$ cat config.mk
export PLATFORM = sky130hd
export DESIGN_NAME = multicycle_control
export DESIGN_NICKNAME = d
export VERILOG_FILES = /design/src/rtl/multicycle_control.sv
export SDC_FILE = /design/constraint.sdc
export NUM_CORES = 1
export LEC_CHECK = 0
export BUFFER_PORTS_ARGS = -buffer_cell sky130_fd_sc_hd__buf_2
export CORE_AREA = 2 2 41 43
export CTS_CLUSTER_SIZE = 8
export DETAILED_ROUTE_END_ITERATION = 10
export DIE_AREA = 0 0 43 45
export GPL_TIMING_DRIVEN = 0
export PLACE_DENSITY = 0.71
export SYNTH_ARGS = -nofsm -noshare
export SYNTH_HDL_FRONTEND = slang
export SYNTH_SLANG_ARGS = --single-unit
$ cat constraint.sdc
create_clock -name clk -period 1.6 [get_ports clk]
set_clock_uncertainty 0.1 [all_clocks]
set_input_delay 0.08 -clock clk [delete_from_list [all_inputs] [get_ports clk]]
set_output_delay 0.08 -clock clk [all_outputs]
set_load 0.01 [all_outputs]
$ cat src/rtl/multicycle_control.sv
// Multi-cycle LEGv8 sequencer sharing one memory port between fetch and data access.
// Optional performance counters are enabled by defining MC_PERF_CNT_EN.
module multicycle_control #(
    parameter int OPC_W  = 11,
    parameter int BROP_W = 3,
    parameter logic [BROP_W-1:0] BCOND_OP_NONE   = BROP_W'(0),
    parameter logic [BROP_W-1:0] BCOND_OP_ZERO   = BROP_W'(1),
    parameter logic [BROP_W-1:0] BCOND_OP_BRANCH = BROP_W'(2)
) (
    input  logic              clk,
    input  logic              rst,
    input  logic [OPC_W-1:0]  opcode,
    input  logic              zero,
    input  logic              mem_ready,
    output logic              mem_req,
    output logic              mem_we,
    output logic              IorD,
    output logic              IRWrite,
    output logic              PCWrite,
    output logic              PCSrc,
    output logic              Reg2Loc,
    output logic              RegWrite,
    output logic              ALUSrc,
    output logic [1:0]        ALUOp,
    output logic [BROP_W-1:0] BranchOp,
    output logic [1:0]        MemtoReg,
    output logic              illegal
`ifdef MC_PERF_CNT_EN
   ,output logic [31:0]       perf_cycles,
    output logic [31:0]       perf_retired
`endif
);

    typedef enum logic [2:0] {
        S_FETCH  = 3'd0,
        S_DECODE = 3'd1,
        S_EXEC   = 3'd2,
        S_MEM    = 3'd3,
        S_WB     = 3'd4
    } state_t;

    typedef enum logic [2:0] {
        CL_LDUR  = 3'd0,
        CL_STUR  = 3'd1,
        CL_RTYPE = 3'd2,
        CL_CBZ   = 3'd3,
        CL_B     = 3'd4,
        CL_ILL   = 3'd5
    } cls_t;

    state_t r_state;
    state_t w_state_nxt;
    cls_t   r_cls;
    cls_t   w_cls;

    always_comb begin
        w_cls = CL_ILL;
        if (opcode == OPC_W'(11'h7C2))
            w_cls = CL_LDUR;
        else if (opcode == OPC_W'(11'h7C0))
            w_cls = CL_STUR;
        else if (opcode == OPC_W'(11'h458) || opcode == OPC_W'(11'h658) ||
                 opcode == OPC_W'(11'h450) || opcode == OPC_W'(11'h550))
            w_cls = CL_RTYPE;
        else if (opcode[10:3] == 8'hB4)
            w_cls = CL_CBZ;
        else if (opcode[10:5] == 6'h05)
            w_cls = CL_B;
    end

    always_ff @(posedge clk) begin
        if (rst) begin
            r_state <= S_FETCH;
            r_cls   <= CL_ILL;
        end else begin
            r_state <= w_state_nxt;
            if (r_state == S_DECODE)
                r_cls <= w_cls;
        end
    end

    // zero never reaches this block: branch outcome only gates PCWrite
    always_comb begin
        w_state_nxt = r_state;
        unique case (r_state)
            S_FETCH:  if (mem_ready) w_state_nxt = S_DECODE;
            S_DECODE: w_state_nxt = (w_cls == CL_ILL) ? S_FETCH : S_EXEC;
            S_EXEC: begin
                if (r_cls == CL_LDUR || r_cls == CL_STUR)
                    w_state_nxt = S_MEM;
                else if (r_cls == CL_RTYPE)
                    w_state_nxt = S_WB;
                else
                    w_state_nxt = S_FETCH;
            end
            S_MEM: begin
                if (mem_ready)
                    w_state_nxt = (r_cls == CL_STUR) ? S_FETCH : S_WB;
            end
            S_WB:     w_state_nxt = S_FETCH;
            default:  w_state_nxt = S_FETCH;
        endcase
    end

    always_comb begin
        mem_req  = 1'b0;
        mem_we   = 1'b0;
        IorD     = 1'b0;
        IRWrite  = 1'b0;
        PCWrite  = 1'b0;
        PCSrc    = 1'b0;
        Reg2Loc  = 1'b0;
        RegWrite = 1'b0;
        ALUSrc   = 1'b0;
        ALUOp    = 2'b00;
        BranchOp = BCOND_OP_NONE;
        MemtoReg = 2'b00;
        illegal  = 1'b0;
        if (!rst) begin
            unique case (r_state)
                S_FETCH: begin
                    mem_req = 1'b1;
                    if (mem_ready) begin
                        IRWrite = 1'b1;
                        PCWrite = 1'b1;
                    end
                end
                S_DECODE: begin
                    Reg2Loc = (w_cls == CL_STUR) || (w_cls == CL_CBZ);
                    illegal = (w_cls == CL_ILL);
                end
                S_EXEC: begin
                    unique case (r_cls)
                        CL_LDUR, CL_STUR: ALUSrc = 1'b1;
                        CL_RTYPE:         ALUOp  = 2'b10;
                        CL_CBZ: begin
                            ALUOp    = 2'b01;
                            BranchOp = BCOND_OP_ZERO;
                            PCSrc    = 1'b1;
                            PCWrite  = zero;
                        end
                        CL_B: begin
                            BranchOp = BCOND_OP_BRANCH;
                            PCSrc    = 1'b1;
                            PCWrite  = 1'b1;
                        end
                        default: ;
                    endcase
                end
                S_MEM: begin
                    mem_req = 1'b1;
                    IorD    = 1'b1;
                    mem_we  = (r_cls == CL_STUR);
                end
                S_WB: begin
                    RegWrite = 1'b1;
                    MemtoReg = (r_cls == CL_LDUR) ? 2'b01 : 2'b00;
                end
                default: ;
            endcase
        end
    end

`ifdef MC_PERF_CNT_EN
    logic w_retire;

    // Last cycle of each legal instruction; ILL never leaves DECODE for EXEC
    assign w_retire = ((r_state == S_EXEC) && (r_cls == CL_CBZ || r_cls == CL_B)) ||
                      ((r_state == S_MEM) && (r_cls == CL_STUR) && mem_ready) ||
                      (r_state == S_WB);

    always_ff @(posedge clk) begin
        if (rst) begin
            perf_cycles  <= 32'd0;
            perf_retired <= 32'd0;
        end else begin
            perf_cycles <= perf_cycles + 32'd1;
            if (w_retire)
                perf_retired <= perf_retired + 32'd1;
        end
    end
`endif

endmodule

* After elaboration in Yosys (flattened, before gate mapping)
Index checks and enable logic that the tools add are counted.
Cells by class: add/subtract/negate cells 0, multipliers 0, divide/modulo/power cells 0, $lt $le $gt $ge 0, eq/ne operators 21, shift operators 0, mux-type cells 45, bitwise logic cells 0, reduce and logical (&&, ||, !) cells 11
Operator list (count):
- 11-bit equality test, second input constant | 6
- 3-bit 2-to-1 mux | 9
- 1-bit 2-to-1 mux | 26
- 3-bit by 2-bit equality test with 1-bit output, second input constant | 5
- 3-bit case mux with 4 select lines | 1
- 2-bit 2-to-1 mux | 5
- 3-bit by 1-bit equality test with 1-bit output, second input constant | 3
- 3-bit equality test, second input constant | 3
- 8-bit equality test, second input constant | 1
- 2-bit case mux with 2 select lines | 2
- 6-bit by 3-bit equality test with 1-bit output, second input constant | 1
- 3-bit logical NOT | 2
- 2-bit OR reduction | 3
- 1-bit logical OR | 5
- 2-bit != test, second input constant | 2
- 1-bit case mux with 2 select lines | 2
- 2-bit AND reduction | 1
Storage, ports and cells: bits in registers 6, bits in latches 0, RAM bits 0, ROM bits 0, memories kept 0

* Longest topological paths before layout
Gate-level depths: netlist (run 1).
depth in word-level cells 11, mapped depth 5, mapped depth without buffers 4

* Worst setup path after synthesis (run 1)
Ideal clock, no wire load.
path type flip-flop to output port, from register r_state[0], to output Reg2Loc, arrival 1477 ps, required time 1420 ps, slack -57 ps, cell stages (with the launch flop) 5, path through dfxtp_1 > or3b_1 > buf_2 > or2_4 > nor4b_2
On the way: word-level cells in the longest chain between the ends 3
Ends and longest elaborated chain:
- from (decl) | RTL line 51 | state_t r_state;
- from (signal assigned) | RTL line 76 | r_state <= w_state_nxt;
- 3-bit by 1-bit equality test with 1-bit output | RTL line 120 | unique case (r_state)
- 1-bit 2-to-1 mux | RTL line 120
- 1-bit 2-to-1 mux | RTL line 119 | if (!rst) begin
- to (decl) | RTL line 21 | output logic Reg2Loc,
Every way passes these cells.

* Worst setup path after layout (run 1)
from register r_state[1], to output Reg2Loc
The elaborated chain is that of the path after synthesis.

==> results of run 1 <==
## flip-flops by register name, summed over array words and instances (netlist names)
name / cells
r_cls: 3
r_state: 3
## metal layers
layer	up-vias	global-route usage, %
met1	307	20.8
met5	-	0
met4	0	12.1
li1	352	-
met3	4	2.40
met2	32	26.1
## power by group through the flow
stage	Combinational (mW)	Sequential (mW)	Clock, mW
finish	0.112	0.164	0.140
global route	0.124	0.165	0.150
CTS	0.102	0.163	0.141
detailed placement	0.0874	0.171	0
global placement	0.0852	0.171	0
floorplan	0.0518	0.168	0
## cell usage in the layout (no fill, tap or decap), types with 2 or more instances in the layout
master,n
conb_1,2
o21ai_0,2
nor4b_4,2
nor3_2,2
dfxtp_1,3
nand2_1,3
buf_2,29
a21oi_1,7
and4_1,2
inv_1,2
nor2_1,10
clkbuf_4,3
o21bai_1,2
and3_1,2
dfxtp_4,2
nor3_1,3
buf_4,9
## final cells by class
| cell class | instances | area [µm²] | area share [%] |
|---|---|---|---|
| inverters | 3 | 11.3 | 1.29 |
| repair buffers | 37 | 209 | 24.0 |
| multi-input cells | 62 | 465 | 53.4 |
| clock buffers | 3 | 22.5 | 2.58 |
| plain buffers | 2 | 15.0 | 1.72 |
| flip-flops and latches | 6 | 129 | 14.8 |
| well taps | 16 | 20.0 | 2.30 |
## what timing repair did
item / 4_1_cts / 5_1_grt
resized for setup: 10 / 12
setup buffers: 6 / 2
pin swaps: 3 / 5
setup endpoints to repair: 5 / 8
hold endpoints to repair: 0 / 0
## cells by family (layout without fill, tap and decap cells)
kind of cell	after synthesis	in the layout	share of synthesized area, %
other cells	1	2	0.704
buf+inv	6	45	5.87
simple gates	39	39	42.5
flops	6	6	22.5
compound gates	20	20	26.5
mux	1	1	1.88
## path summary, 6_finish.rpt
kind	from	to	slack [ns]	cells past startpoint
worst max register to register	r_state[1]$_SDFFE_PP0P_	r_state[1]$_SDFFE_PP0P_	-0.08	6
worst max-delay path	r_state[1]$_SDFFE_PP0P_	Reg2Loc	-0.22	4
worst min-delay path	mem_ready	r_state[0]$_SDFFE_PP0P_	0.02	3
worst min register to register	r_cls[1]$_SDFFE_PP0N_	r_cls[1]$_SDFFE_PP0N_	0.50	2
## worst reg2reg max path: cells and delay by family (launching register included)
family	cells	cell delay, ns
simple gates	2	0.65
compound gates	2	0.29
buf+inv	2	0.25
flops	1	0.34
==> results.sh, run 1 <==
export IMPL_detailedPlacementHpwl_um=1100
export IMPL_setup_tns_final_ns=-0.496
export IMPL_coreArea_um2=1470
export IMPL_status="finished with violations"
export IMPL_placementRows=14
export IMPL_rsz_0062_raised_after_global_routing="true"
export IMPL_fillerInstances=144
export IMPL_drv_max_cap_violation_count=0
export IMPL_p_total_mw=0.417
export IMPL_initial_core_util_pct=36.2
export IMPL_hold_viol=0
export IMPL_die_area_um2=1940
export IMPL_final_max_slew_viol_count=0
export IMPL_cts_tree="yes"
export IMPL_clk_path_buf_depth=2
export IMPL_setup_violations_final=3
export IMPL_first_pass_grt_wire_length_um=2390
export IMPL_finish_utilization_pct=59.3
export IMPL_globalRouteTotalUtil_pct=16.6
export IMPL_top_post_synthesis_cells_by_area="dfxtp_1 23%, nor2_1 8.5%, a21oi_1 6.6%"
export IMPL_synthesis_instances=73
export IMPL_slowest_stage="or3b_4"
export IMPL_placement_io_buffers=29
export IMPL_n_antenna_cell=0
export IMPL_static_leakage_power_nw=0.399
export IMPL_yosys_cell_types_count=34
export IMPL_cp_data_required_time_ns=1.42
export IMPL_placement_setup_worst_slack_ns=-0.130
export IMPL_gr_total_overflow=0
export IMPL_gpl_final_weighted_congestion=0.749
export IMPL_power_combinational_fraction_pct=26.9
export IMPL_drt_iter0_markers=13
export IMPL_critical_path_class="register to output pin"
export IMPL_number_of_global_route_vias_before_repair=581
export IMPL_worst_path_dominant_cell_family="simple AND/OR/NAND/NOR gates"
export IMPL_power_frac_seq_pct=39.4
export IMPL_clock_power_share_pct=33.7
export IMPL_cts_root_buf="clkbuf_4"
export IMPL_layout_setup_ws_ns=-0.222
export IMPL_ys_async_sr_fraction_pct=0
export IMPL_clkTransAtPathRegs_ns=0.04
export IMPL_violations="negative setup slack"
export IMPL_synth_area_um2=533
export IMPL_synth_largest_area_cell="dfxtp_1"
export IMPL_p_int_mw=0.294
export IMPL_total_of_flip_flops_plus_latches_after_synthesis=6
export IMPL_dr_pass1_iters=4
export IMPL_min_clock_period_post_route_ns=1.82
export IMPL_achievable_frequency_ghz=0.549
export IMPL_postCtsHoldBufs=0
export IMPL_num_vias=695
export IMPL_critical_path_max_stage_delay_ns=0.37
export IMPL_io_pin_count=32
export IMPL_fp_dieH_um=45
export IMPL_synthDominantCellAreaShare_pct=22.5
export IMPL_synth_ff_type="dfxtp_1"
export IMPL_met2RoutedLength_um=738
export IMPL_finalInstanceArea_um2=872
export IMPL_ys_seq_area_share_pct=22.5
export IMPL_stdcell_count=129
export IMPL_p_switching_mw=0.123
export IMPL_power_density_nw_per_um2=478
export IMPL_placedCellCount=119
export IMPL_crit_path_start_kind="register"
export IMPL_placed_area_um2=712
export IMPL_worstPathCellList="or3b_4 -> or2_4 -> nor4b_4 -> buf_2"
export IMPL_h_tree_depth=1
export IMPL_whs_ns=0.0226
export IMPL_ys_warn_count=0
export IMPL_route_top_layer_used="met4"
export IMPL_worst_skew_pair_late_latency_ns=0.25
export IMPL_synthMostInstantiatedCell="nor2_1"
export IMPL_irDropWorstVdd_v=0.000363
export IMPL_fin_crit_sh_pct=114
export IMPL_final_nets=130
export IMPL_areaGrowthSynthToFinish_pct=63.6
export IMPL_sw_frac_of_total_pct=29.6
export IMPL_cp_arrival_ns=1.64
export IMPL_remaining_drc_errors=0
export IMPL_path_max_fanout=3
export IMPL_vias_per_cell=5.39
export IMPL_grt_max_degree=9
export IMPL_clock_sink_count=6
export IMPL_finalWirelength_um=1580
export IMPL_ant_nets=0
export IMPL_synth_edf_count=0
export IMPL_cts_made_buffers=3
export IMPL_postSynthAreaPerCell_um2=7.30
export IMPL_synth_commonest_cells="12 x nor2_1, 7 x a21oi_1, 6 x dfxtp_1"
export IMPL_path_buf_inv=1
export IMPL_routed_wl_met3_um=120
export IMPL_wl_per_cell_um=12.2
export IMPL_number_of_antenna_violations_at_the_first_check_in_global_routing=0
export IMPL_ratio_of_cells_with_drive_above_1_in_the_final_layout_pct=52.2
export IMPL_worst_hold_path_type="input port to register"
export IMPL_detail_route_wirelength_met1_um=681
export IMPL_worstSetupEndpointType="output pin"
export IMPL_die_width_um=43
(Power assumes the default switching activity.)
==> inputs of run 2 (changes only) <==
--- a/config.mk
+++ b/config.mk
@@ -12,6 +12,7 @@
 export DIE_AREA = 0 0 43 45
 export GPL_TIMING_DRIVEN = 0
 export PLACE_DENSITY = 0.71
+export SETUP_SLACK_MARGIN = 0.4
 export SYNTH_ARGS = -nofsm -noshare
 export SYNTH_HDL_FRONTEND = slang
 export SYNTH_SLANG_ARGS = --single-unit
==> run 2 against run 1 <==
- the run still ends with negative setup slack left
- cell count grew 3.9%
- die area is the same
- clock power fell by 4%
- first-iteration DRC count down 62%
==> results.sh, run 2 (synthesis results as in run 1) <==
export IMPL_coreArea_um2=1470
export IMPL_violations="negative setup slack"
export IMPL_h_tree_depth=1
export IMPL_power_density_nw_per_um2=440
export IMPL_clock_sink_count=6
export IMPL_critical_path_startpoint="r_state[1]$_SDFFE_PP0P_"
export IMPL_achievable_frequency_ghz=0.534
export IMPL_dr_pass1_iters=4
export IMPL_worst_hold_path_type="input port to register"
export IMPL_setup_tns_final_ns=-0.753
export IMPL_stdcell_count=134
export IMPL_globalRouteTotalUtil_pct=18.7
export IMPL_clk_path_buf_depth=2
export IMPL_setup_reg_to_reg_worst_slack_ns=-0.21
export IMPL_number_of_global_route_vias_before_repair=599
export IMPL_setup_violations_final=5
export IMPL_cp_data_required_time_ns=1.42
export IMPL_critical_path_cell_count=5
export IMPL_die_area_um2=1940
export IMPL_gpl_final_weighted_congestion=0.797
export IMPL_n_antenna_cell=0
export IMPL_grt_max_degree=9
export IMPL_reg2reg_depth=7
export IMPL_placementRows=14
export IMPL_final_nets=135
export IMPL_slowest_stage="or3b_1"
export IMPL_areaGrowthSynthToFinish_pct=89.4
export IMPL_hold_viol=0
export IMPL_worstSetupEndpointType="output pin"
export IMPL_placement_io_buffers=29
export IMPL_static_leakage_power_nw=0.437
export IMPL_remaining_drc_errors=0
export IMPL_ant_nets=0
export IMPL_path_buf_inv=2
export IMPL_worst_r2r_dst="r_state[1]$_SDFFE_PP0P_"
export IMPL_postCtsHoldBufs=0
export IMPL_layout_setup_ws_ns=-0.273
export IMPL_ratio_of_cells_with_drive_above_1_in_the_final_layout_pct=64.4
export IMPL_fin_crit_sh_pct=117
export IMPL_io_pin_count=32
export IMPL_detailedPlacementHpwl_um=1060
export IMPL_critical_path_max_stage_delay_ns=0.36
export IMPL_cts_made_buffers=3
export IMPL_path_max_fanout=2
export IMPL_mostFrequentLayoutCell="buf_2"
export IMPL_rsz_0062_raised_after_global_routing="true"
export IMPL_die_width_um=43
export IMPL_worstPathCellList="or3b_1 -> buf_6 -> or2_4 -> nor4b_4 -> buf_2"
export IMPL_cp_arrival_ns=1.69
export IMPL_finalWirelength_um=1830
export IMPL_final_max_slew_viol_count=0
export IMPL_vias_per_cell=5.51
export IMPL_gr_total_overflow=0
export IMPL_cts_root_buf="clkbuf_4"
export IMPL_initial_core_util_pct=36.2
export IMPL_irDropWorstVdd_v=0.000256
export IMPL_worst_skew_pair_late_latency_ns=0.24
export IMPL_wl_per_cell_um=13.7
export IMPL_worstSetupEndpoint="Reg2Loc"
export IMPL_status="finished with violations"
export IMPL_crit_path_start_kind="register"
export IMPL_cts_tree="yes"
export IMPL_clkTransAtPathRegs_ns=0.04
export IMPL_min_clock_period_post_route_ns=1.87
export IMPL_worstHoldPathCells=2
export IMPL_fp_dieH_um=45
export IMPL_first_pass_grt_wire_length_um=2620
export IMPL_worst_path_dominant_cell_family="simple AND/OR/NAND/NOR gates"
export IMPL_final_cell_mix="27 x buf_2, 9 x buf_6, 8 x nor2_1, 7 x buf_4, 5 x a21oi_2"
export IMPL_num_vias=738
export IMPL_critical_path_class="register to output pin"
export IMPL_placedCellCount=119
export IMPL_worst_r2r_startpoint="r_state[1]$_SDFFE_PP0P_"
export IMPL_drt_iter0_markers=5
export IMPL_top_regs="r_cls x3, r_state x3"
export IMPL_number_of_antenna_violations_at_the_first_check_in_global_routing=0
export IMPL_drv_max_cap_violation_count=0
[run 2: timing repair]
item                       4_1_cts  5_1_grt
resized for setup               25       23
pin swaps                        7       11
buffers inserted                 7        5
setup endpoints to repair       19       21
[run 2: power breakdown]
group | leakage, nW | switching (mW) | internal, mW | total [mW]
Combinational | 0.372 | 0.0730 | 0.0707 | 0.144
Clock | 0.0138 | 0.0498 | 0.0845 | 0.134
Sequential | 0.0511 | 0.0113 | 0.155 | 0.166
Total | 0.437 | 0.134 | 0.310 | 0.444
[run 2: layer usage]
metal | routed length [µm] | share of wire, % | vias up | GRT usage [%]
met2 | 940 | 51 | 39 | 33.6
li1 | - | - | 363 | -
met3 | 126 | 6.9 | 6 | 4.00
met1 | 722 | 39 | 330 | 19.8
met5 | 0 | 0 | - | 0
met4 | 44 | 2.4 | 0 | 12.7
[run 2: worst min-delay path by stage]
stage | start | to | slack, ns
4_1_cts | mem_ready | r_state[0]$_SDFFE_PP0P_ | 0.02
3_3_place_gp | rst | r_cls[1]$_SDFFE_PP0N_ | 0.26
3_5_place_dp | rst | r_cls[1]$_SDFFE_PP0N_ | 0.26
5_1_grt | rst | r_cls[1]$_SDFFE_PP0N_ | 0.07
2_1_floorplan | rst | r_cls[1]$_SDFFE_PP0N_ | 0.06
6_report | rst | r_cls[1]$_SDFFE_PP0N_ | 0.08
[run 2: layout make-up]
| class | instances | area [µm²] |
|---|---|---|
| Multi-Input combinational cell | 62 | 518 |
| Fill cell | 115 | 462 |
| Timing Repair Buffer | 41 | 278 |
| Sequential cell | 6 | 131 |
| Buffer | 3 | 26.3 |
| Clock buffer | 3 | 22.5 |
| Tap cell | 16 | 20.0 |
| Inverter | 3 | 13.8 |
[run 2: metrics by stage]
stage               setup slack, ns  instance area [µm²]  hold WS [ns]  utilization (%)  power [mW]
global placement             -0.131                  714         0.257             48.6       0.256
finish                       -0.273                 1010        0.0827             68.6       0.444
detailed placement           -0.129                  714         0.257             48.6       0.258
CTS                          -0.278                  880        0.0192             59.8       0.416
floorplan                    0.0325                  549        0.0593                -       0.220
global route                 -0.333                 1010        0.0698             68.6       0.476
==> inputs of run 3 (changes only) <==
--- a/config.mk
+++ b/config.mk
@@ -6,12 +6,14 @@
 export NUM_CORES = 1
 export LEC_CHECK = 0
 export BUFFER_PORTS_ARGS = -buffer_cell sky130_fd_sc_hd__buf_2
-export CORE_AREA = 2 2 41 43
+export CELL_PAD_IN_SITES_DETAIL_PLACEMENT = 2
+export CELL_PAD_IN_SITES_GLOBAL_PLACEMENT = 2
+export CORE_AREA = 2 2 74 48
 export CTS_CLUSTER_SIZE = 8
 export DETAILED_ROUTE_END_ITERATION = 10
-export DIE_AREA = 0 0 43 45
+export DIE_AREA = 0 0 76 50
 export GPL_TIMING_DRIVEN = 0
-export PLACE_DENSITY = 0.71
+export PLACE_DENSITY_LB_ADDON = 0.1
 export SETUP_SLACK_MARGIN = 0.4
 export SYNTH_ARGS = -nofsm -noshare
 export SYNTH_HDL_FRONTEND = slang
==> run 3 against run 2 <==
- the run still ends with negative setup slack left
- sequential share of layout area shrank 1.1 points
- hold slack got worse by 0.032 ns
- total power up 19%
- combinational power decreased by 3%
- utilization is 33 points lower
- global-route usage decreased by 6.5 points
- critical path depth stayed put
- count of clock-buffer cells in the layout unchanged
- first-iteration DRC count increased to 3.6 times the previous value
- die area rose by 96%
- worst setup slack improved by 0.0016 ns
- largest power group is now the clock network
==> results.sh, run 3 (synthesis results as in run 1) <==
export IMPL_cp_arrival_ns=1.69
export IMPL_coreArea_um2=3100
export IMPL_critical_path_max_stage_delay_ns=0.36
export IMPL_static_leakage_power_nw=0.454
export IMPL_path_max_fanout=3
export IMPL_ant_nets=0
export IMPL_rsz_0062_raised_after_global_routing="true"
export IMPL_path_buf_inv=2
export IMPL_irDropWorstVdd_v=0.000272
export IMPL_cts_made_buffers=3
export IMPL_worst_path_dominant_cell_family="simple AND/OR/NAND/NOR gates"
export IMPL_clk_path_buf_depth=2
export IMPL_placed_area_um2=751
export IMPL_worst_skew_pair_late_latency_ns=0.22
export IMPL_cts_tree="yes"
export IMPL_drt_iter0_markers=18
export IMPL_number_of_global_route_vias_before_repair=749
export IMPL_critical_path_class="register to output pin"
export IMPL_cp_data_required_time_ns=1.42
export IMPL_slowest_stage="or3b_1"
export IMPL_layout_setup_ws_ns=-0.272
export IMPL_detailedPlacementHpwl_um=1630
export IMPL_placementRows=16
export IMPL_p_total_mw=0.531
export IMPL_dr_pass1_iters=4
export IMPL_top_regs="r_cls x3, r_state x3"
export IMPL_critical_path_cell_count=5
export IMPL_finish_utilization_pct=35.6
export IMPL_ratio_of_cells_with_drive_above_1_in_the_final_layout_pct=66.7
export IMPL_final_cell_mix="25 x buf_2, 12 x buf_6, 9 x buf_4, 7 x nor2_1"
export IMPL_final_max_slew_viol_count=0
export IMPL_h_tree_depth=1
export IMPL_num_vias=738
export IMPL_achievable_frequency_ghz=0.534
export IMPL_setup_violations_final=3
export IMPL_violations="negative setup slack"
export IMPL_initial_core_util_pct=17.2
export IMPL_remaining_drc_errors=0
export IMPL_gpl_final_weighted_congestion=0.724
export IMPL_worst_hold_path_type="input port to register"
export IMPL_clkTransAtPathRegs_ns=0.04
export IMPL_finalWirelength_um=2300
export IMPL_first_pass_grt_wire_length_um=3680
export IMPL_number_of_antenna_violations_at_the_first_check_in_global_routing=0
export IMPL_grt_max_degree=9
export IMPL_die_width_um=76
export IMPL_fillerInstances=358
export IMPL_postCtsHoldBufs=0
export IMPL_fin_crit_sh_pct=117
export IMPL_gr_total_overflow=0
export IMPL_die_area_um2=3800
export IMPL_reg2reg_depth=7
export IMPL_fp_dieH_um=50
export IMPL_final_nets=137
export IMPL_n_antenna_cell=0
export IMPL_globalRouteTotalUtil_pct=12.3
export IMPL_clock_sink_count=6
export IMPL_hold_viol=0
export IMPL_placement_io_buffers=29
export IMPL_whs_ns=0.0506
export IMPL_worstHoldPathCells=3
export IMPL_cts_root_buf="clkbuf_8"
export IMPL_worstSetupEndpointType="output pin"
export IMPL_drv_max_cap_violation_count=0
export IMPL_io_pin_count=32
export IMPL_wl_per_cell_um=13.9
export IMPL_finalInstanceArea_um2=1100
export IMPL_crit_path_start_kind="register"
export IMPL_worstPathCellList="or3b_1 -> buf_6 -> or2_4 -> nor4b_4 -> buf_2"
export IMPL_min_clock_period_post_route_ns=1.87
export IMPL_vias_per_cell=4.47
export IMPL_power_density_nw_per_um2=481
export IMPL_areaGrowthSynthToFinish_pct=107
export IMPL_status="finished with violations"
export IMPL_mostFrequentLayoutCell="buf_2"
==> run 3: cell count changes in the layout (fill, tap and decap cells not counted), sizes merged <==
cell,change
buf,+2
==> run 3: path summary, 6_finish.rpt <==
path	startpoint	endpoint	slack [ns]
min	mem_ready	r_state[0]$_SDFFE_PP0P_	0.05
max reg2reg	r_state[0]$_SDFFE_PP0P_	r_state[1]$_SDFFE_PP0P_	-0.24
max	r_state[0]$_SDFFE_PP0P_	Reg2Loc	-0.27
min reg2reg	r_cls[1]$_SDFFE_PP0N_	r_cls[1]$_SDFFE_PP0N_	0.47
==> run 3: power by group <==
part / internal [mW] / switching [mW] / leakage (nW) / total, mW
Sequential: 0.155 / 0.0131 / 0.0511 / 0.168
Combinational: 0.0670 / 0.0724 / 0.381 / 0.139
Clock: 0.161 / 0.0617 / 0.0216 / 0.223
Total: 0.384 / 0.147 / 0.454 / 0.531
==> run 3: metal layers <==
layer	up-vias	global-route usage [%]	share of wire, %
li1	365	-	-
met1	350	16.5	49
met2	21	18.8	45
met3	2	5.13	5.6
met4	0	1.82	0.35
met5	-	0	0
==> run 3: final cells by class <==
cell class	instances	area, µm²	share of cell area (%)
clock buffer	3	41.3	3.74
timing repair buffer	43	302	27.3
tap	45	56.3	5.10
inverter	3	13.8	1.25
sequential	6	131	11.9
multi-input combinational	62	533	48.3
buffer	3	26.3	2.38
==> run 3: repair_timing <==
action | in CTS | in global routing
buffers inserted | 4 | 10
gates resized for setup | 14 | 39
gates cloned | 0 | 0
pin swaps | 3 | 8
endpoints found under the setup margin | 19 | 21
==> run 3: per-stage QoR <==
stage | instances | setup slack [ns] | setup TNS [ns]
2_1_floorplan | 74 | 0.0325 | 0
3_3_place_gp | 148 | -0.149 | -0.236
3_5_place_dp | 148 | -0.165 | -0.300
4_1_cts | 155 | -0.282 | -0.625
5_1_grt | 165 | -0.365 | -1.16
6_report | 165 | -0.272 | -0.689
==> run 3: worst min-delay path: stages <==
cell and delay [ns]:
buf_2 0.12, inv_1 0.07, a21oi_1 0.06
